File: config.mk
export PLATFORM = sky130hd
export DESIGN_NAME = cim_op_sequencer
export DESIGN_NICKNAME = d
export VERILOG_FILES = /design/src/rtl/cim_op_sequencer.sv
export SDC_FILE = /design/constraint.sdc
export NUM_CORES = 1
export LEC_CHECK = 0
export CAP_MARGIN = 10
export CORE_MARGIN = 2
export CORE_UTILIZATION = 56
export CTS_CLUSTER_SIZE = 40
export DETAILED_ROUTE_END_ITERATION = 8
export PLACE_DENSITY = 0.85
export SKIP_LAST_GASP = 1
export SYNTH_ARGS = -nofsm -noshare
export SYNTH_HDL_FRONTEND = slang
export SYNTH_SLANG_ARGS = --single-unit
File: constraint.sdc
create_clock -name clk -period 5.25 [get_ports clk]
set_input_delay 0.525 -clock clk [delete_from_list [all_inputs] [get_ports clk]]
set_output_delay 0.525 -clock clk [all_outputs]
set_load 0.02 [all_outputs]
File: src/rtl/cim_op_sequencer.sv
// cim_op_sequencer
//   Sequences every access to the 4-row CAM/compute array through the row
//   decoder. One command (READ, WRITE, SEARCH, MAC) is accepted at a time on
//   a valid/ready channel. It is then walked through the precharge, word-line
//   drive, dead and sense phases. Results come back on a valid/ready response
//   channel.
//
//   Optional feature macro: SEQ_BUSY_CNT_EN
//     When defined, this adds input busy_clr and output busy_cnt[15:0]. The
//     counter counts cycles spent outside IDLE and saturates at 16'hFFFF.
//     busy_clr has priority over the increment.
//
//   Ports
//     clk, rst_n            clock, asynchronous active-low reset
//     cmd_valid/cmd_ready   command handshake (ready only in IDLE)
//     cmd_op                00 READ, 01 WRITE, 10 SEARCH, 11 MAC
//     cmd_addr              row for READ/WRITE
//     cmd_key               search key (SEARCH) / write data (WRITE)
//     dec_mac_en, dec_read_bar, dec_addr, dec_data   decoder drive
//     wl_en                 word-line gate, high in DRIVE
//     pre_n                 active-low precharge, low in PRECH
//     sa_en                 sense-amp strobe, high in SENSE
//     wr_data               bit-line write data
//     array_out             sensed bit-lines / match lines
//     rsp_valid/rsp_ready   response handshake
//     rsp_data              result
module cim_op_sequencer #(
  parameter int PRE_CYC = 2,
  parameter int WL_CYC  = 3
) (
  input  logic       clk,
  input  logic       rst_n,
  input  logic       cmd_valid,
  output logic       cmd_ready,
  input  logic [1:0] cmd_op,
  input  logic [1:0] cmd_addr,
  input  logic [3:0] cmd_key,
  output logic       dec_mac_en,
  output logic       dec_read_bar,
  output logic [1:0] dec_addr,
  output logic [3:0] dec_data,
  output logic       wl_en,
  output logic       pre_n,
  output logic       sa_en,
  output logic [3:0] wr_data,
  input  logic [3:0] array_out,
  output logic       rsp_valid,
  input  logic       rsp_ready,
  output logic [5:0] rsp_data
`ifdef SEQ_BUSY_CNT_EN
  ,
  input  logic        busy_clr,
  output logic [15:0] busy_cnt
`endif
);

  localparam logic [1:0] OP_READ   = 2'b00;
  localparam logic [1:0] OP_WRITE  = 2'b01;
  localparam logic [1:0] OP_SEARCH = 2'b10;
  localparam logic [1:0] OP_MAC    = 2'b11;

  localparam logic [3:0] PRE_LAST = 4'(PRE_CYC - 1);
  localparam logic [3:0] WL_LAST  = 4'(WL_CYC - 1);

  // S_DEAD is the gap after DRIVE: word line off, sense amp not yet strobed.
  typedef enum logic [2:0] {
    S_IDLE,
    S_PRECH,
    S_DRIVE,
    S_DEAD,
    S_SENSE,
    S_RESP
  } state_t;

  state_t     state_q, state_d;
  logic [3:0] cnt_q, cnt_d;
  logic [1:0] row_q, row_d;
  logic [1:0] op_q, op_d;
  logic [5:0] acc_q, acc_d;
  logic [5:0] rsp_data_q, rsp_data_d;
  logic       mac_en_q, mac_en_d;
  logic       read_bar_q, read_bar_d;
  logic [1:0] addr_q, addr_d;
  logic [3:0] data_q, data_d;
  logic [3:0] wr_data_q, wr_data_d;
  logic [5:0] mac_sum;

  // State register and all datapath flops.
  always_ff @(posedge clk or negedge rst_n) begin
    if (!rst_n) begin
      state_q    <= S_IDLE;
      cnt_q      <= '0;
      row_q      <= '0;
      op_q       <= '0;
      acc_q      <= '0;
      rsp_data_q <= '0;
      mac_en_q   <= 1'b0;
      read_bar_q <= 1'b0;
      addr_q     <= '0;
      data_q     <= '0;
      wr_data_q  <= '0;
    end else begin
      state_q    <= state_d;
      cnt_q      <= cnt_d;
      row_q      <= row_d;
      op_q       <= op_d;
      acc_q      <= acc_d;
      rsp_data_q <= rsp_data_d;
      mac_en_q   <= mac_en_d;
      read_bar_q <= read_bar_d;
      addr_q     <= addr_d;
      data_q     <= data_d;
      wr_data_q  <= wr_data_d;
    end
  end

  // Next-state and datapath logic. Decoder drive is loaded on accept and
  // held until the sequencer returns to IDLE, where it is cleared.
  always_comb begin
    state_d    = state_q;
    cnt_d      = cnt_q;
    row_d      = row_q;
    op_d       = op_q;
    acc_d      = acc_q;
    rsp_data_d = rsp_data_q;
    mac_en_d   = mac_en_q;
    read_bar_d = read_bar_q;
    addr_d     = addr_q;
    data_d     = data_q;
    wr_data_d  = wr_data_q;
    mac_sum    = acc_q + {2'b00, array_out};

    unique case (state_q)
      S_IDLE: begin
        if (cmd_valid) begin
          state_d = S_PRECH;
          op_d    = cmd_op;
          cnt_d   = '0;
          row_d   = '0;
          acc_d   = '0;
          unique case (cmd_op)
            OP_READ: begin
              mac_en_d   = 1'b1;
              read_bar_d = 1'b0;
              addr_d     = cmd_addr;
            end
            OP_WRITE: begin
              mac_en_d   = 1'b1;
              read_bar_d = 1'b1;
              addr_d     = cmd_addr;
              wr_data_d  = cmd_key;
            end
            OP_SEARCH: begin
              mac_en_d = 1'b0;
              data_d   = cmd_key;
            end
            OP_MAC: begin
              mac_en_d   = 1'b1;
              read_bar_d = 1'b0;
              addr_d     = 2'd0;
            end
            default: ;
          endcase
        end
      end

      S_PRECH: begin
        if (cnt_q == PRE_LAST) begin
          cnt_d   = '0;
          state_d = S_DRIVE;
        end else begin
          cnt_d = cnt_q + 4'd1;
        end
      end

      S_DRIVE: begin
        if (cnt_q == WL_LAST) begin
          cnt_d   = '0;
          state_d = S_DEAD;
        end else begin
          cnt_d = cnt_q + 4'd1;
        end
      end

      // WRITE has nothing to sense, so it leaves straight from the dead cycle.
      S_DEAD: begin
        if (op_q == OP_WRITE) begin
          state_d    = S_IDLE;
          mac_en_d   = 1'b0;
          read_bar_d = 1'b0;
          addr_d     = '0;
          data_d     = '0;
          wr_data_d  = '0;
        end else begin
          state_d = S_SENSE;
        end
      end

      // MAC walks rows 0..3, restarting at PRECH for each row; the last row's
      // sample is folded straight into the response.
      S_SENSE: begin
        if (op_q == OP_MAC) begin
          if (row_q == 2'd3) begin
            rsp_data_d = mac_sum;
            acc_d      = mac_sum;
            state_d    = S_RESP;
          end else begin
            acc_d   = mac_sum;
            row_d   = row_q + 2'd1;
            addr_d  = row_q + 2'd1;
            state_d = S_PRECH;
          end
        end else begin
          rsp_data_d = {2'b00, array_out};
          state_d    = S_RESP;
        end
      end

      S_RESP: begin
        if (rsp_ready) begin
          state_d    = S_IDLE;
          mac_en_d   = 1'b0;
          read_bar_d = 1'b0;
          addr_d     = '0;
          data_d     = '0;
          wr_data_d  = '0;
        end
      end

      default: state_d = S_IDLE;
    endcase
  end

  assign cmd_ready    = (state_q == S_IDLE);
  assign pre_n        = (state_q != S_PRECH);
  assign wl_en        = (state_q == S_DRIVE);
  assign sa_en        = (state_q == S_SENSE);
  assign rsp_valid    = (state_q == S_RESP);
  assign rsp_data     = rsp_data_q;
  assign dec_mac_en   = mac_en_q;
  assign dec_read_bar = read_bar_q;
  assign dec_addr     = addr_q;
  assign dec_data     = data_q;
  assign wr_data      = wr_data_q;

`ifdef SEQ_BUSY_CNT_EN
  logic [15:0] busy_q, busy_d;

  // Busy-cycle counter: clear wins, otherwise count non-IDLE cycles and stick at max.
  always_comb begin
    busy_d = busy_q;
    if (busy_clr) begin
      busy_d = '0;
    end else if ((state_q != S_IDLE) && (busy_q != 16'hFFFF)) begin
      busy_d = busy_q + 16'd1;
    end
  end

  // Busy counter register.
  always_ff @(posedge clk or negedge rst_n) begin
    if (!rst_n) begin
      busy_q <= '0;
    end else begin
      busy_q <= busy_d;
    end
  end

  assign busy_cnt = busy_q;
`endif

endmodule
After elaboration in Yosys (flattened, before gate mapping). Index checks and enable logic that the tools add are counted.

Bits in registers: 35. Latch bits: 0. Memory bits (writable): 0. Memory bits (read-only): 0. Bits of input ports: 16. Memories: 0.

$add $sub $neg: 3. Multipliers: 0. Divide/modulo/power cells: 0. Order comparisons: 0. Equal/unequal tests: 26. Shift operators: 0. Multiplexer cells: 42. Bitwise operators: 0. Reductions and logical operators: 20.

Operators by type and width (number): two-way mux 4 bit (9); case mux 4 bit (3 select lines) (3); two-way mux 6 bit (4); two-way mux 3 bit (7); case mux 3 bit (6 select lines) (1); AND reduction 5 bit (3); two-way mux 2 bit (6); inequality test 2 x 1 -> 1 bit (second input constant) (6); case mux 6 bit (2 select lines) (1); AND reduction 4 bit (3); == test 2 bit (second input constant) (4); inequality test 2 bit (second input constant) (4); case mux 2 bit (2 select lines) (2); case mux 2 bit (4 select lines) (1); AND reduction 7 bit (1); adder 6 x 4 -> 6 bit (1); == test 3 x 2 -> 1 bit (second input constant) (2); == test 3 bit (second input constant) (2); inequality test 3 x 2 -> 1 bit (second input constant) (2); case mux 1 bit (3 select lines) (2); AND reduction 2 bit (3); nonzero test 3 bit (2); adder 4 x 1 -> 4 bit (second input constant) (1); == test 2 x 1 -> 1 bit (second input constant) (2); other kinds (14) (19).

Logic depth before layout (Yosys ltp). Gate-level depths: netlist (run 1).

Depth after elaboration: 5. Depth in mapped cells: 7. Mapped depth without buffers: 7.

Least setup slack after synthesis (run 1). Ideal clock, no wire load.

Kind: input to register. From: input port cmd_op[0]. To: register addr_q[1], in the netlist dec_addr[1]. Library setup time: 0.128 ns. Data arrival time: 1.718 ns. Path slack: 3.405 ns. Stages: 6. Buffers on the path: 0. Path through: ha_1 -> or3_1 -> a21oi_1 -> o21ai_0 -> nand3b_2 -> mux2_1.

Longest elaborated chain between the ends: 5. Elaborated cells between the ends (all ways): 9. Those cells by class: 3 x eq/ne; 3 x mux; 3 x reduce/logical.

Ends and longest elaborated chain: start, declared (RTL line 35) `input logic [1:0] cmd_op,`; == test 2 x 1 -> 1 bit or logical NOT 2 bit (tied branches) (RTL line 141) `unique case (cmd_op)`; OR reduction 2 bit (no source line); case mux 2 bit (2 select lines) (RTL line 141); two-way mux 2 bit (RTL line 135) `if (cmd_valid) begin`; case mux 2 bit (4 select lines) (RTL line 133) `unique case (state_q)`; end signal, assigned (RTL line 111) `addr_q <= addr_d;`; end, declared (RTL line 83) `logic [1:0] addr_q, addr_d;`.

Several ways; a longest one is shown, not always the timed one. The select of a mux whose other input is x is not followed. A chain may end at the register's enable or synchronous reset.

Worst setup path after layout (run 1).
From: register state_q[2]. To: output port sa_en.

Longest elaborated chain between the ends: 1.

Ends and longest elaborated chain: start, declared (RTL line 75) `state_t state_q, state_d;`; start signal, assigned (RTL line 103) `state_q <= state_d;`; == test 3 bit (RTL line 237) `assign sa_en = (state_q == S_SENSE);`; end, declared (RTL line 44) `output logic sa_en,`.

No other way between the ends.

==> results of run 1 <==
## worst min-delay path: cells and delay by family, from the launching register on
kind / cells / cell delay, ps
AND/OR/NAND/NOR: 1 / 50
AO/OA/AOI/OAI: 1 / 60
flip-flops: 1 / 360
## routing by layer
metal / GRT usage, % / part of all wire, % / vias up
met5: 0 / 0 / -
met4: 11.2 / 2.5 / 0
met3: 5.21 / 5.5 / 11
met2: 37.0 / 46 / 62
met1: 33.1 / 46 / 809
li1: - / - / 836
## state kept, by name (all words and copies together), names as in the netlist
name          flops
dec_addr          2
state_q           3
acc_q             6
dec_data          4
rsp_data          6
row_q             2
wr_data           4
dec_read_bar      1
cnt_q             4
dec_mac_en        1
op_q              2
## power by group through the flow
stage	logic [mW]	clock network [mW]	registers (mW)
2_1_floorplan	0.472	0	0.535
6_report	0.779	0.247	0.495
3_5_place_dp	0.776	0	0.500
3_3_place_gp	0.764	0	0.492
4_1_cts	0.781	0.249	0.494
5_1_grt	0.850	0.265	0.513
## Yosys cell counts, types with 2 or more instances
cell     number
buf_2         3
inv_1        10
nand3_1       5
nor2_1       15
a21oi_1      11
mux2i_1       5
nor2b_1       3
a21o_1        4
nand4_1       4
or3_1         3
xnor2_1       4
xor2_1        2
buf_6         2
a22o_1        3
and2_1        5
a32oi_1       3
nand2_1      23
ha_1          9
dfrtp_1      35
o21ai_0      23
mux2_2       10
## how the worst max path moves through the flow
stage	to	startpoint	slack, ps	cells after the start
after floorplan	dec_addr[1]	cmd_op[0]	3400	6
after global placement	dec_data[3]	cmd_op[0]	2730	7
after detailed placement	dec_data[3]	cmd_op[0]	2680	7
after CTS	sa_en	state_q[2]	2380	3
after global routing	sa_en	state_q[2]	2260	3
final	sa_en	state_q[2]	2390	3
## cell type report
type,instances,area (µm²)
well taps,46,57.6
inverters,10,37.5
clock buffers,6,41.3
repair buffers,39,388
clock inverters,2,60.1
fillers,249,861
flip-flops and latches,35,876
multi-input cells,158,1090
## cells by family (layout without fill, tap and decap cells)
group,after synthesis,after routing
AND/OR/NAND/NOR,67,67
AO/OA/AOI/OAI,59,59
flip-flops,35,35
buffers and inverters,17,57
multiplexers,16,16
adder cells (fa/ha/maj),10,10
XOR/XNOR,6,6
==> results.ini, run 1 <==
[power_and_ir_drop]
power_switching_share_pct=41.2
intPower_mw=0.895
p_sw_mw=0.626
seq_power_share_pct=32.5
power_density_nw_per_um2=595
fin_total_pwr_mw=1.52
leakage_nw=1.16
worst_ir_drop_vdd_v=0.000347
pwr-share-comb_pct=51.2
p_clk_share_pct=16.3

[timing]
relSlewSlack_pct=36.6
setup_viol=0
worst_slew_pin_slew_ps=947
fin_tns_setup_ps=0
timing.final.crit_share_pct=54.4
final_max_slew_viol_count=0
fin_worst_skew_ps=18.4
rsz0062_at_grt=false
setup_ws_ps=2390
hold_viol=0
whs_ps=499
fmax_mhz=350
period_needed_ps=2860

[run]
maxCapViolations=0

[layout]
layout_common_cells=clkdlybuf4s50_1 (38), dfrtp_1 (35), nand2_1 (23), o21ai_0 (23), nor2_1 (15)
stdcell_count=296
drive_gt1_share_pct=9.20
nets=275
antennaDiodeCount=0
finish.utilization_pct=74.8
syn2layout_area_growth_pct=24.4
mostFrequentLayoutCell=clkdlybuf4s50_1
postLayoutCellArea_um2=2550

[placement]
dpl_worst_slack_ps=2680
io_buffers=38
placed_cells=288
dp_hpwl_um=3190
place_area_um2=2450
routabilityCongestion=0.939

[floorplanning]
ios=39
core_um2=3420
dieArea_um2=4170
die_h_um=64.6
die_w_um=64.6
start_util_pct=60.1
fp-row-count=21

[route]
dr.first_iter.drc_count=130
routed_wl_um=4570
ant_nets=0
drc_errors=0
firstDrtPassIters=5
viasPerCell=5.80
wl_per_cell_um=15.4
vias=1718

[logic_synthesis]
synth_compound_area_share_pct=19.3
synthArstFlopShare_pct=100
synth_area_per_cell_um2=9.78
synthMuxAreaShare_pct=8.47
synthAdderAreaFrac_pct=6.46
yosysTopAreaCellShare_pct=42.7
synth_xor_area_share_pct=2.56
synth.cell_area_um2=2050
synth_edf_count=0
ys_seq_area_share_pct=42.7
synth.distinct_cells=49
syn_inst=210
yosys.area.top_type=dfrtp_1
synth_ff_type=dfrtp_1
ys_warn_count=0
syn_nets=236
synth_top_family_by_area=compound AO/OA/AOI/OAI gates
synth_simple_gate_area_share_pct=16.6
synth_area_leaders=dfrtp_1 (43%), o21ai_0 (5.6%), ha_1 (5.5%), mux2_2 (5.5%), nand2_1 (4.2%)
ys_ff_latch=35

[worst_setup_path]
r2r-end=dec_data[3]
critPathCaptureType=output pin
worst_path_largest_cell_delay_ps=840
criticalPathCategory=reg -> out
worstReg2RegStart=state_q[1]
crit_chain=inv_1 > nor2_1 > clkdlybuf4s50_1
cp_num_buf_inv=2
worstSetupStartpointType=flop
rr_worst_depth=5
crit_required_ps=4720
crit_arrival_ps=2330
worstPathMaxFanout=24
cpMaxStageDelayCell=dfrtp_1
rrSetupSlack_ps=3030
cp_top_family=buffers and inverters

[clocking]
cts_tree=built
clkTransAtPathRegs_ps=120
cts_hold_buf=0
cts-root-buf=clkbuf_4
htreeDepth=2
postCtsSetupBuffers=0
clk_latency_ps=360
cts_sinks=35
cts_buffers=5
cts_resized=0
cts.path.max_buffers=2

[global_routing]
grt_pass1_vias=1579
grt_max_degree=36
overflow=0
gr-usage-all-layers_pct=24.2
grt_pass1_wl_um=7610
antenna_found_initial=0

[min_path]
hold_depth=2
hold_path.class=reg -> reg
worstHoldStart=rsp_data[3]
min_to=rsp_data[3]

[outcome]
outcome=complete, no violations

Note: power is estimated with default switching activity, not from simulation.
==> run 2, diff against run 1 <==
--- a/config.mk
+++ b/config.mk
@@ -7,10 +7,10 @@
 export LEC_CHECK = 0
 export CAP_MARGIN = 10
 export CORE_MARGIN = 2
-export CORE_UTILIZATION = 56
+export CORE_UTILIZATION = 47
 export CTS_CLUSTER_SIZE = 40
 export DETAILED_ROUTE_END_ITERATION = 8
-export PLACE_DENSITY = 0.85
+export PLACE_DENSITY = 0.76
 export SKIP_LAST_GASP = 1
 export SYNTH_ARGS = -nofsm -noshare
 export SYNTH_HDL_FRONTEND = slang
==> constraint.sdc (replaced) <==
create_clock -name clk -period 2.49 [get_ports clk]
set_input_delay 0.249 -clock clk [delete_from_list [all_inputs] [get_ports clk]]
set_output_delay 0.249 -clock clk [all_outputs]
set_load 0.02 [all_outputs]
==> run 2 against run 1 <==
Clock power increased by 58%. Count of clock-buffer cells in the layout increased by 1. Final area increased by 1.3%. Worst hold slack got worse by 120 ps. Combinational power increased by 120%. Sequential power increased by 100%. Register-to-register slack got worse by 2600 ps. Flip-flop and latch count unchanged. Die area increased by 18%.
==> results.ini, run 2 (same netlist as run 1, synthesis figures left out) <==
[outcome]
outcome=complete, no violations

[global_routing]
grtUsageMet3_pct=4.18
gr-usage-all-layers_pct=20.7
overflow=0
grt_pass1_wl_um=8160
grt_max_degree=36
grt_pass1_vias=1738
antenna_found_initial=0
grt_util_met1_pct=28.9
gr-usage-met2_pct=31.5
grt_busiest_layer=met2

[route]
ant_nets=0
vias=1740
drc_errors=0
routed_wl_um=4690
wl_per_cell_um=15.2
firstDrtPassIters=4
dr.first_iter.drc_count=176
viasPerCell=5.65

[floorplanning]
core_um2=4290
fp-row-count=24
dieArea_um2=4910
die_h_um=70.1
die_w_um=70.1
ios=39
start_util_pct=47.8

[layout]
antennaDiodeCount=0
drive_gt1_share_pct=10.9
nets=281
num-fill-cells=391
multi_input_area_um2=1090
mostFrequentLayoutCell=clkdlybuf4s50_1
syn2layout_area_growth_pct=26.0
finish.utilization_pct=60.3
seq_area_um2=876
layout_common_cells=clkdlybuf4s50_1 (38), dfrtp_1 (35), nand2_1 (23), o21ai_0 (23), nor2_1 (15)

[timing]
fmax_mhz=451
hold_viol=0
relSlewSlack_pct=35.1
fin_tns_setup_ps=0
period_needed_ps=2220
timing.final.crit_share_pct=89.0
fin_worst_skew_ps=11.0
worst_slew_pin_slew_ps=969
final_max_slew_viol_count=0
rsz0062_at_grt=false
setup_viol=0

[power_and_ir_drop]
leakage_nw=1.18
worst_ir_drop_vdd_v=0.000597
pwr-share-comb_pct=55.8
intPower_mw=1.82
p_clk_share_pct=12.4
seq_power_share_pct=31.8
power_density_nw_per_um2=1220
p_sw_mw=1.33
power_switching_share_pct=42.2

[placement]
routabilityCongestion=0.877
io_buffers=38
dp_hpwl_um=3490

[run]
maxCapViolations=0

[clocking]
postCtsSetupBuffers=0
cts-root-buf=clkbuf_8
cts_buffers=5
clk_latency_ps=290
htreeDepth=2
clkTransAtPathRegs_ps=70
cts_sinks=35
cts_hold_buf=0
cts_tree=built
cts.path.max_buffers=2
cts_resized=0

[worst_setup_path]
worstSetupStartpointType=flop
critPathCaptureType=output pin
rrSetupSlack_ps=480
criticalPathCategory=reg -> out
crit_arrival_ps=1970
crit_required_ps=2240
worstPathMaxFanout=10

[min_path]
hold_path.class=in -> async

-- run 2: cell count changes in the layout (fill, tap and decap cells not counted), sizes merged --
| cell | before | now |
|---|---|---|
| clkinv | 0 | 1 |
| bufinv | 2 | 0 |
| buf | 1 | 7 |
| clkbuf | 6 | 7 |
-- run 2: critical path, stage by stage, from the launching register on --
cell and delay [ps]:
dfrtp_1 460, or2_1 420, nor2_1 180, clkdlybuf4s50_1 630
-- run 2: metrics by stage --
stage / area [µm²] / hold WS, ps / power (mW) / std cells / worst slack, ps
4_1_cts: 2590 / 387 / 3.16 / 308 / 264
6_report: 2590 / 374 / 3.14 / 308 / 275
3_5_place_dp: 2510 / 472 / 2.76 / 300 / 286
3_3_place_gp: 2510 / 466 / 2.71 / 300 / 333
5_1_grt: 2590 / 424 / 3.39 / 308 / 184
2_1_floorplan: 2050 / -46.6 / 2.12 / 210 / 716
-- run 2: path summary, 6_finish.rpt --
kind                       cells after the start        start     endpoint
max                                            3   state_q[0]        sa_en
min                                            2        rst_n     cnt_q[0]
max reg2reg                                    5     row_q[0]     row_q[1]
min reg2reg                                    2  rsp_data[4]  rsp_data[4]
max in group asynchronous                      2        rst_n  rsp_data[0]
min in group clk                               2  rsp_data[4]  rsp_data[4]
-- run 2: layout make-up --
cell class | count | area share (%)
Clock inverter | 1 | 0.193
Timing Repair Buffer | 45 | 16.7
Clock buffer | 7 | 2.95
Multi-Input combinational cell | 158 | 42.3
Inverter | 10 | 1.45
Tap cell | 52 | 2.51
Sequential cell | 35 | 33.8
-- run 2: power by group through the flow --
stage               logic [mW]  registers [mW]  clock network (mW)
floorplan                0.996            1.13                   0
CTS                       1.76           0.998               0.404
detailed placement        1.76            1.00                   0
global placement          1.72           0.994                   0
global route              1.94            1.04               0.418
finish                    1.75           0.999               0.391
-- run 2: metal layers --
metal | vias to the layer above | wire [µm]
li1 | 839 | -
met1 | 836 | 2110
met2 | 56 | 2220
met3 | 9 | 263
met4 | 0 | 92
met5 | - | 0
==> run 3, diff against run 2 <==
--- a/config.mk
+++ b/config.mk
@@ -7,10 +7,11 @@
 export LEC_CHECK = 0
 export CAP_MARGIN = 10
 export CORE_MARGIN = 2
-export CORE_UTILIZATION = 47
+export CORE_UTILIZATION = 57
 export CTS_CLUSTER_SIZE = 40
 export DETAILED_ROUTE_END_ITERATION = 8
-export PLACE_DENSITY = 0.76
+export DONT_BUFFER_PORTS = 1
+export PLACE_DENSITY = 0.75
 export SKIP_LAST_GASP = 1
 export SYNTH_ARGS = -nofsm -noshare
 export SYNTH_HDL_FRONTEND = slang
==> run 3 against run 2 <==
First-iteration DRC count decreased by 51%. Critical path depth up 1. Sequential share of layout area rose by 6.4 points. Maximum frequency is 5.2% higher. Total power is 14% lower. Non-clock buffer count down 40. Register-to-register slack got worse by 90 ps. Global-route usage grew 2.4 points. Final area is 16% lower. Die area down 17%. Largest cell class unchanged.
==> results.ini, run 3 (same netlist as run 1, synthesis figures left out) <==
[clocking]
htreeDepth=2
cts.path.max_buffers=2
cts_buffers=5
cts_resized=0
cts_sinks=35
clk_latency_ps=340
cts-root-buf=clkbuf_4
cts_tree=built
postCtsSetupBuffers=0
clkTransAtPathRegs_ps=100

[route]
firstDrtPassIters=4
dr.first_iter.drc_count=87
wl_per_cell_um=16.7
ant_nets=0
viasPerCell=6.07
vias=1585
routed_wl_um=4350
drc_errors=0

[global_routing]
antenna_found_initial=0
overflow=0
gr-usage-all-layers_pct=23.1
grt_max_degree=36
grt_pass1_vias=1565
grt_pass1_wl_um=7290

[power_and_ir_drop]
fin_total_pwr_mw=2.70
power_switching_share_pct=46.8
power_density_nw_per_um2=1240
worst_ir_drop_vdd_v=0.000735
seq_power_share_pct=45.2
p_sw_mw=1.26
p_clk_share_pct=11.6
leakage_nw=1.02
pwr-share-comb_pct=43.2
intPower_mw=1.43

[timing]
relSlewSlack_pct=55.0
fmax_mhz=475
worst_slew_pin_slew_ps=672
fin_tns_setup_ps=0
setup_viol=0
rsz0062_at_grt=false
final_max_slew_viol_count=0
fin_worst_skew_ps=7.38
timing.final.crit_share_pct=84.5
hold_viol=0
period_needed_ps=2100
setup_ws_ps=385

[placement]
io_buffers=0
routabilityCongestion=0.964
dpl_worst_slack_ps=435
placed_cells=252
dp_hpwl_um=3310

[layout]
nets=241
syn2layout_area_growth_pct=5.91
num-fill-cells=281
mostFrequentLayoutCell=dfrtp_1
layout_common_cells=dfrtp_1 (35), nand2_1 (23), o21ai_0 (23)
stdcell_count=261
finish.utilization_pct=64.2
drive_gt1_share_pct=12.1
antennaDiodeCount=0

[worst_setup_path]
critPathCaptureType=flop
criticalPathCategory=reg -> reg
rr_worst_depth=4
crit_required_ps=2720
crit_arrival_ps=2330
worstPathMaxFanout=19
worstSetupStartpointType=flop

[floorplanning]
die_h_um=64.0
start_util_pct=60.6
core_um2=3390
fp-row-count=21
ios=39
die_w_um=64.0
dieArea_um2=4100

[outcome]
outcome=complete, no violations

[min_path]
hold_depth=1
hold_path.class=in -> reg

[run]
maxCapViolations=0

-- run 3: cell types whose count changed in the layout (fill, tap and decap cells not counted), sizes merged --
cell and change:
buf -3, clkdlybuf4s50 -38, clkbuf -1, dlygate4sd3 +1
-- run 3: worst max-delay path, stage by stage (launching register included) --
cell and delay (ps):
dfrtp_1 580, or2_1 450, o22a_4 300, o21ai_2 280, mux2_2 380
-- run 3: area by class of cell --
| type | instances | area, µm² | area share (%) |
|---|---|---|---|
| multi-input combinational | 158 | 1090 | 50.3 |
| tap | 46 | 57.6 | 2.65 |
| clock buffer | 6 | 51.3 | 2.36 |
| clock inverter | 1 | 5.00 | 0.230 |
| inverter | 10 | 37.5 | 1.73 |
| timing repair buffer | 5 | 52.6 | 2.42 |
| sequential | 35 | 876 | 40.3 |
-- run 3: repair_timing --
| action | CTS | global route |
|---|---|---|
| endpoints found under the hold margin | 35 | 0 |
| hold buffers | 2 | 0 |
| setup endpoints to repair | 0 | 0 |
-- run 3: final timing paths --
| check | from | end | slack (ps) |
|---|---|---|---|
| min reg2reg | acc_q[2] | acc_q[2] | 510 |
| max | state_q[1] | wr_data[0] | 390 |
| max in group asynchronous | rst_n | dec_mac_en | 1960 |
| min | cmd_op[1] | op_q[1] | 60 |
| max reg2reg | state_q[1] | wr_data[0] | 390 |
| min in group asynchronous | rst_n | cnt_q[2] | 340 |
-- run 3: per-stage QoR --
stage / hold slack [ps] / area (µm²)
global placement: -45.5 / 2090
CTS: 52.4 / 2170
floorplan: -46.6 / 2050
global route: 38.8 / 2170
finish: 64.5 / 2170
detailed placement: -45.8 / 2090
-- run 3: power by group through the flow --
stage | Combinational, mW | Sequential, mW | Clock (mW)
detailed placement | 1.14 | 1.22 | 0
global route | 1.29 | 1.26 | 0.350
global placement | 1.10 | 1.21 | 0
CTS | 1.16 | 1.22 | 0.326
floorplan | 0.996 | 1.13 | 0
finish | 1.16 | 1.22 | 0.313
-- run 3: layer usage --
metal | routed length (µm) | share of wire, % | GRT usage [%] | vias up
li1 | - | - | - | 763
met1 | 1860 | 43 | 27.8 | 746
met2 | 2050 | 47 | 38.0 | 65
met3 | 374 | 8.6 | 10.0 | 11
met4 | 63 | 1.4 | 5.98 | 0
met5 | 0 | 0 | 0 | -
